**src/rtl/dcache_if.sv**
```systemverilog
// Datapath-side request/response and word-wide memory port of the data cache.
// slave = cache end, master = datapath/memory end.
interface dcache_if;
  logic        dmemREN;
  logic        dmemWEN;
  logic        datomic;
  logic [31:0] dmemaddr;
  logic [31:0] dmemstore;
  logic        halt;
  logic        dhit;
  logic [31:0] dmemload;
  logic        flushed;
  logic        dREN;
  logic        dWEN;
  logic [31:0] daddr;
  logic [31:0] dstore;
  logic        dwait;
  logic [31:0] dload;

  modport slave (
    input  dmemREN, dmemWEN, datomic, dmemaddr, dmemstore, halt, dwait, dload,
    output dhit, dmemload, flushed, dREN, dWEN, daddr, dstore
  );
  modport master (
    output dmemREN, dmemWEN, datomic, dmemaddr, dmemstore, halt, dwait, dload,
    input  dhit, dmemload, flushed, dREN, dWEN, daddr, dstore
  );
endinterface

```
**src/rtl/dcache.sv**
```systemverilog
// Direct-mapped write-back dcache, 2-word blocks; LL/SC link register under DCACHE_LLSC_EN.
// Hits answer in the same cycle; misses stall the requester until the memory port drops dwait.
module dcache #(
  parameter int NSETS = 16
) (
  input logic     CLK,
  input logic     nRST,
  dcache_if.slave dif
);
  localparam int IW = $clog2(NSETS);
  localparam int TW = 29 - IW;

  localparam logic [3:0] IDLE      = 4'd0;
  localparam logic [3:0] WB0       = 4'd1;
  localparam logic [3:0] WB1       = 4'd2;
  localparam logic [3:0] FETCH0    = 4'd3;
  localparam logic [3:0] FETCH1    = 4'd4;
  localparam logic [3:0] FLUSH_CHK = 4'd5;
  localparam logic [3:0] FLUSH0    = 4'd6;
  localparam logic [3:0] FLUSH1    = 4'd7;
  localparam logic [3:0] FLUSHED   = 4'd8;

  logic [3:0]    r_state;
  logic [IW-1:0] r_cnt;
  logic [NSETS-1:0] r_valid, r_dirty;
  logic [TW-1:0] r_tag [NSETS];
  logic [31:0]   r_w0  [NSETS];
  logic [31:0]   r_w1  [NSETS];

  logic [TW-1:0] w_tag;
  logic [IW-1:0] w_idx, w_sidx;
  logic          w_off, w_req, w_hit, w_sc_fail, w_served, w_store, w_flush, w_last;
  logic          w_unused;

  assign w_tag    = dif.dmemaddr[31:3+IW];
  assign w_idx    = dif.dmemaddr[2+IW:3];
  assign w_off    = dif.dmemaddr[2];
  assign w_unused = ^dif.dmemaddr[1:0];
  assign w_req    = dif.dmemREN | dif.dmemWEN;
  assign w_hit    = r_valid[w_idx] && (r_tag[w_idx] == w_tag);
  assign w_flush  = (r_state == FLUSH_CHK) || (r_state == FLUSH0) || (r_state == FLUSH1);
  assign w_sidx   = w_flush ? r_cnt : w_idx;
  assign w_last   = (r_cnt == IW'(NSETS - 1));

`ifdef DCACHE_LLSC_EN
  logic        r_link_vld;
  logic [29:0] r_link_addr;
  logic        w_link_match, w_ll;

  assign w_link_match = r_link_vld && (r_link_addr == dif.dmemaddr[31:2]);
  assign w_ll         = dif.dmemREN & ~dif.dmemWEN & dif.datomic;
  // A failing SC is answered at once without touching the array or memory.
  assign w_sc_fail    = dif.dmemWEN & dif.datomic & ~w_link_match;

  always_ff @(posedge CLK or negedge nRST) begin
    if (!nRST) begin
      r_link_vld  <= 1'b0;
      r_link_addr <= '0;
    end else if (r_state == IDLE && w_req && w_hit) begin
      if (w_ll) begin
        r_link_vld  <= 1'b1;
        r_link_addr <= dif.dmemaddr[31:2];
      end else if (w_store && w_link_match) begin
        r_link_vld  <= 1'b0;
      end
    end
  end
`else
  assign w_sc_fail = 1'b0;
`endif

  assign w_served = (r_state == IDLE) && w_req && (w_hit || w_sc_fail);
  assign w_store  = (r_state == IDLE) && dif.dmemWEN && w_hit && !w_sc_fail;

  always_comb begin
    dif.dhit     = w_served;
    dif.dmemload = 32'h0;
    dif.flushed  = (r_state == FLUSHED);
    dif.dREN     = 1'b0;
    dif.dWEN     = 1'b0;
    dif.daddr    = 32'h0;
    dif.dstore   = 32'h0;
    if (w_served)
      dif.dmemload = dif.dmemWEN ? {31'h0, dif.datomic & ~w_sc_fail}
                                 : (w_off ? r_w1[w_idx] : r_w0[w_idx]);
    case (r_state)
      WB0, FLUSH0: begin
        dif.dWEN   = 1'b1;
        dif.daddr  = {r_tag[w_sidx], w_sidx, 1'b0, 2'b00};
        dif.dstore = r_w0[w_sidx];
      end
      WB1, FLUSH1: begin
        dif.dWEN   = 1'b1;
        dif.daddr  = {r_tag[w_sidx], w_sidx, 1'b1, 2'b00};
        dif.dstore = r_w1[w_sidx];
      end
      FETCH0: begin
        dif.dREN  = 1'b1;
        dif.daddr = {w_tag, w_idx, 1'b0, 2'b00};
      end
      FETCH1: begin
        dif.dREN  = 1'b1;
        dif.daddr = {w_tag, w_idx, 1'b1, 2'b00};
      end
      default: ;
    endcase
  end

  always_ff @(posedge CLK or negedge nRST) begin
    if (!nRST) begin
      r_state <= IDLE;
      r_cnt   <= '0;
      r_valid <= '0;
      r_dirty <= '0;
    end else begin
      case (r_state)
        IDLE: begin
          if (w_req) begin
            if (w_hit || w_sc_fail) begin
              if (w_store) r_dirty[w_idx] <= 1'b1;
            end else begin
              r_state <= r_dirty[w_idx] ? WB0 : FETCH0;
            end
          end else if (dif.halt) begin
            r_state <= FLUSH_CHK;
            r_cnt   <= '0;
          end
        end
        WB0:    if (!dif.dwait) r_state <= WB1;
        WB1:    if (!dif.dwait) r_state <= FETCH0;
        FETCH0: if (!dif.dwait) r_state <= FETCH1;
        FETCH1: if (!dif.dwait) begin
          r_valid[w_idx] <= 1'b1;
          r_dirty[w_idx] <= 1'b0;
          r_state        <= IDLE;
        end
        FLUSH_CHK: begin
          if (r_dirty[r_cnt]) r_state <= FLUSH0;
          else if (w_last)    r_state <= FLUSHED;
          else                r_cnt   <= r_cnt + 1'b1;
        end
        FLUSH0: if (!dif.dwait) r_state <= FLUSH1;
        FLUSH1: if (!dif.dwait) begin
          r_dirty[r_cnt] <= 1'b0;
          if (w_last) begin
            r_state <= FLUSHED;
          end else begin
            r_cnt   <= r_cnt + 1'b1;
            r_state <= FLUSH_CHK;
          end
        end
        FLUSHED: r_state <= FLUSHED;
        default: r_state <= IDLE;
      endcase
    end
  end

  // Array contents need no reset: valid gates every use.
  always_ff @(posedge CLK) begin
    if (w_store) begin
      if (w_off) r_w1[w_idx] <= dif.dmemstore;
      else       r_w0[w_idx] <= dif.dmemstore;
    end
    if (r_state == FETCH0 && !dif.dwait) r_w0[w_idx] <= dif.dload;
    if (r_state == FETCH1 && !dif.dwait) begin
      r_w1[w_idx]  <= dif.dload;
      r_tag[w_idx] <= w_tag;
    end
  end
endmodule

```
**src/flat_wrapper.sv**
```systemverilog
// flat-port wrapper written by rule: the top's interface ports become plain ports
module dcache_flat 
#(
  parameter int NSETS = 16
)
  (CLK, nRST, dif_dmemREN, dif_dmemWEN, dif_datomic, dif_dmemaddr, dif_dmemstore, dif_halt, dif_dwait, dif_dload, dif_dhit, dif_dmemload, dif_flushed, dif_dREN, dif_dWEN, dif_daddr, dif_dstore);
  dcache_if dif_i ();
  input logic CLK;
  input logic nRST;
  input wire logic [$bits(dif_i.dmemREN)-1:0] dif_dmemREN;
  input wire logic [$bits(dif_i.dmemWEN)-1:0] dif_dmemWEN;
  input wire logic [$bits(dif_i.datomic)-1:0] dif_datomic;
  input wire logic [$bits(dif_i.dmemaddr)-1:0] dif_dmemaddr;
  input wire logic [$bits(dif_i.dmemstore)-1:0] dif_dmemstore;
  input wire logic [$bits(dif_i.halt)-1:0] dif_halt;
  input wire logic [$bits(dif_i.dwait)-1:0] dif_dwait;
  input wire logic [$bits(dif_i.dload)-1:0] dif_dload;
  output wire logic [$bits(dif_i.dhit)-1:0] dif_dhit;
  output wire logic [$bits(dif_i.dmemload)-1:0] dif_dmemload;
  output wire logic [$bits(dif_i.flushed)-1:0] dif_flushed;
  output wire logic [$bits(dif_i.dREN)-1:0] dif_dREN;
  output wire logic [$bits(dif_i.dWEN)-1:0] dif_dWEN;
  output wire logic [$bits(dif_i.daddr)-1:0] dif_daddr;
  output wire logic [$bits(dif_i.dstore)-1:0] dif_dstore;
  assign dif_i.dmemREN = dif_dmemREN;
  assign dif_i.dmemWEN = dif_dmemWEN;
  assign dif_i.datomic = dif_datomic;
  assign dif_i.dmemaddr = dif_dmemaddr;
  assign dif_i.dmemstore = dif_dmemstore;
  assign dif_i.halt = dif_halt;
  assign dif_i.dwait = dif_dwait;
  assign dif_i.dload = dif_dload;
  assign dif_dhit = dif_i.dhit;
  assign dif_dmemload = dif_i.dmemload;
  assign dif_flushed = dif_i.flushed;
  assign dif_dREN = dif_i.dREN;
  assign dif_dWEN = dif_i.dWEN;
  assign dif_daddr = dif_i.daddr;
  assign dif_dstore = dif_i.dstore;
  dcache #(.NSETS(NSETS)) u_core (.CLK(CLK), .nRST(nRST), .dif(dif_i));
endmodule
```
**config.mk**
```make
export PLATFORM = sky130hd
export DESIGN_NAME = dcache_flat
export DESIGN_NICKNAME = d
export VERILOG_FILES = /design/src/rtl/dcache_if.sv /design/src/rtl/dcache.sv /design/src/flat_wrapper.sv
export SDC_FILE = /design/constraint.sdc
export NUM_CORES = 2
export LEC_CHECK = 0
export BUFFER_PORTS_ARGS = -buffer_cell sky130_fd_sc_hd__clkbuf_2
export CORE_MARGIN = 2
export CORE_UTILIZATION = 55
export CTS_CLUSTER_DIAMETER = 40
export DETAILED_ROUTE_END_ITERATION = 12
export PLACE_DENSITY = 0.72
export SYNTH_ARGS = -nofsm -noshare
export SYNTH_HDL_FRONTEND = slang
export SYNTH_SLANG_ARGS = --single-unit
```
**constraint.sdc**
```tcl
create_clock -name CLK -period 5.9 [get_ports CLK]
set_input_delay 0.295 -clock CLK [delete_from_list [all_inputs] [get_ports CLK]]
set_output_delay 0.295 -clock CLK [all_outputs]
set_load 0.02 [all_outputs]
```
==> metrics.md <==
| Metric | Value |
|---|---|
| Status | completed |
| CP required | 5.61 ns |
| Placed inst area | 74400 sq um |
| Cell variety after synth | 73 |
| PortBufs | 198 |
| Vias in the first global route | 42200 |
| CTS tree | built |
| Layout cells sized above 1 | 37.4% |
| Worst vdd ir | 0.000346 V |
| Crit Path Category | reg -> out |
| Buf/Inv on CP | 3 |
| R2r endpoint | u_core.r_w1[15][0]$_DFFE_PP_ |
| Tcrit/Tclk final | 94.6% |
| # placed instances | 5588 |
| CTS resizes | 0 |
| Residual DRC | 0 |
| Fin area | 80800 sq um |
| Hold_sp | dif_dload[25] |
| H-tree depth | 4 |
| Final hold vios | 0 |
| Die height | 361 microns |
| Hold path endpoint | u_core.r_w1[2][25]$_DFFE_PP_ |
| Drt first pass iters | 5 |
| Worst reg2reg path startpoint | u_core.r_tag[3][2]$_DFFE_PP_ |
| EDFF count, synth | 1424 |
| Crit-path slowest cell | dfrtp_1 |
| Cell family with most CP delay | multiplexers |
| Antenna violations before repair | 8 |
| Cell Area, Synth | 70200 sq um |
| Max-Cap Viols | 0 |
| Worst Tran Pin Value | 1.36 ns |
| Total number of vias | 42400 |
| Startpoint types | flip-flop |
| Gr ovfl total | 0 |
| Area leader, netlist | edfxtp_1 |
| Setup TNS Final | 0 ns |
| PwrDens | 387 nW/um^2 |
| Max Root-Sink Buffers | 3 |
| DRT iter0 DRCs | 6420 |
| RD Place Congestion | 0.910 |
| Unrepaired setup endpoints after global routing | no |
| Skew-Pair Late Insertion Delay | 0.82 ns |
| DR WL/cell | 33.9 microns |
| Async S/R FF share, synth | 2.73% |
| Slew headroom | 9.56% |
| Crit end category | output port |
| Worst path max stage delay | 0.69 ns |
| Area occupied by multi-input gates | 25700 sq um |
| Hold Path Class | in -> reg |
| Clock slew at reported path FFs | 0.06 ns |
| CP cell instances | nor2_1 -> nor2_1 -> buf_4 -> mux2i_4 -> buf_4 -> mux4_2 -> nand2_1 -> nand2_1 -> o21ai_0 -> o22ai_1 -> clkbuf_2 |
| Global-route wire length before repair | 291 mm |
| Detail Placement HPWL | 119 mm |
| Clk root buf | clkbuf_16 |
| Final Critical Period | 5.58 ns |
| Top cells by area, synth | edfxtp_1 (61%), mux4_2 (25%), nand2_1 (2.3%), mux2i_1 (1.7%), dfrtp_1 (1.4%) |
| TritonCTS buffer count | 179 |
| # Post-CTS Setup Buffers | 0 |
| Post-layout instance count excluding filler cells | 5962 |
| Via-to-Cell Ratio | 7.11 |
| Hold Path Depth | 2 |
| WP data arrival | 5.29 ns |
| Worst hold slack | 0.0401 ns |
| Seq/Total Area, Yosys | 62.3% |
| Reg2reg setup slack | 1.47 ns |
| Top Ports | 203 |
| Cells after Synth | 3863 |
| Rows | 131 |
| Starting density of the core | 55.2% |
| Largest net degree at the start of global routing | 129 |
| Synthesis-stage register bit count | 1464 |
| Die area | 131000 sq um |
| Syn. warnings | 0 |
| Tot Pwr | 31.2 mW |
| # nets final | 4247 |
| FF+latch area | 43800 sq um |
| Clock sink count | 1464 |
| Fmax | 179 MHz |
| Synth Flop Type | edfxtp_1 |
| Syn_area_per_cell | 18.2 sq um |
| Total Routed Length | 202 mm |
| Total GRT Usage | 31.2% |
| Critical path fanouts, max | 18 |
| Total leakage power | 26.6 nW |
| # fillers | 8638 |
| Final Max Slew Viols | 0 |
| Share of the synthesized area in the top cell type | 60.9% |
| R2R cell count | 11 |
| Layout Skew | 0.0378 ns |
| P&R area growth vs syn | 15.1% |
| DRT antenna net count | 0 |
| Finish-stage setup viols | 0 |
| Die W | 361 microns |
| Core area | 127000 sq um |
[registers in the layout, indices dropped and copies added, names as in the netlist]
signal and count:
u_core.r_valid 16, u_core.r_tag 400, u_core.r_w0 512, u_core.r_dirty 16
u_core.r_cnt 4, u_core.r_w1 512, u_core.r_state 4
[Yosys cell counts, types with 17 or more instances]
cell type and number:
o21ai_0 120, a221o_1 17, nand3_1 98, mux2i_1 118, dfrtp_1 40, o22ai_1 40
nand2_1 431, buf_2 64, buf_4 17, nor2_1 102, mux2_2 87, buf_1 45
edfxtp_1 1424, a21oi_1 95, mux4_2 771, clkbuf_1 168, or2_2 17
[per-layer routing]
layer	global-route usage, %	share of wire (%)	vias up
met5	0	0.0064	-
met2	47.0	47	3013
met3	7.66	12	480
met1	44.0	37	22200
li1	-	-	16800
met4	13.5	4.3	2
[logic make-up after synthesis]
group           share of synthesized area, %
compound gates                          3.16
buf+inv                                 1.92
simple gates                            4.46
mux                                     27.8
xor+xnor                               0.274
fa+ha+maj                             0.0713
flops                                   62.3
other cells                          0.00534
[where the power goes]
part / leakage, nW / internal (mW) / total (mW) / switching (mW)
registers: 13.3 / 11.8 / 11.9 / 0.128
logic: 10.3 / 3.14 / 8.20 / 5.06
clock network: 2.91 / 6.50 / 11.1 / 4.62
[how the worst max path moves through the flow]
stage                             startpoint                       endpoint  cells after the start
2_1_floorplan                dif_dmemaddr[4]   u_core.r_w0[10][0]$_DFFE_PP_                     12
3_3_place_gp                 dif_dmemaddr[4]  u_core.r_w1[15][31]$_DFFE_PP_                     13
3_5_place_dp                 dif_dmemaddr[6]  u_core.r_w1[12][31]$_DFFE_PP_                     12
4_1_cts        u_core.r_state[0]$_DFFE_PN0P_                 dif_dstore[11]                     11
5_1_grt        u_core.r_state[0]$_DFFE_PN0P_                  dif_dstore[8]                     11
6_report       u_core.r_state[0]$_DFFE_PN0P_                 dif_dstore[11]                     11
[stage by stage]
stage                     worst slack, ns  util, %
after floorplan                      1.01        -
after global placement               1.02     58.5
after detailed placement             1.02     58.5
after CTS                           0.335     63.6
after global routing                0.100     63.6
final                               0.318     63.6
[layout make-up]
class,count,share of cell area [%]
sequential,1464,54.1
multi-input combinational,2088,31.8
clock buffer,205,5.75
timing repair buffer,393,3.89
tap,1662,2.57
clock inverter,131,1.78
inverter,14,0.0712
antenna,5,0.0155
[placed cells by master (no fill, tap or decap), types with 8 or more instances in the layout]
cell,instances
nor2_4,17
o22ai_1,40
nand4_1,8
or2_2,17
nor3_1,11
inv_8,9
nor2b_1,15
buf_4,117
a21boi_0,16
clkbuf_2,193
xor2_1,12
clkinv_4,13
mux2_2,86
bufinv_16,16
mux2i_1,116
a21oi_4,33
a211oi_1,8
a221o_1,17
clkinvlp_4,24
nand2_1,431
nand3_1,97
edfxtp_1,1424
and2_1,8
nand2b_1,11
nor2_1,85
clkinv_1,16
clkinv_2,22
clkbuf_1,21
a21oi_1,62
o21ai_0,120
xnor2_1,10
buf_12,46
inv_6,21
clkbuf_16,181
a22oi_1,11
mux4_2,771
inv_1,12
dlygate4sd3_1,33
dfrtp_1,40
[what timing repair did]
item                                   in CTS  in global routing
hold buffers                               33                  0
setup endpoints to repair                   0                  0
endpoints found under the hold margin     458                  0
Note: power is estimated with default switching activity, not from simulation.
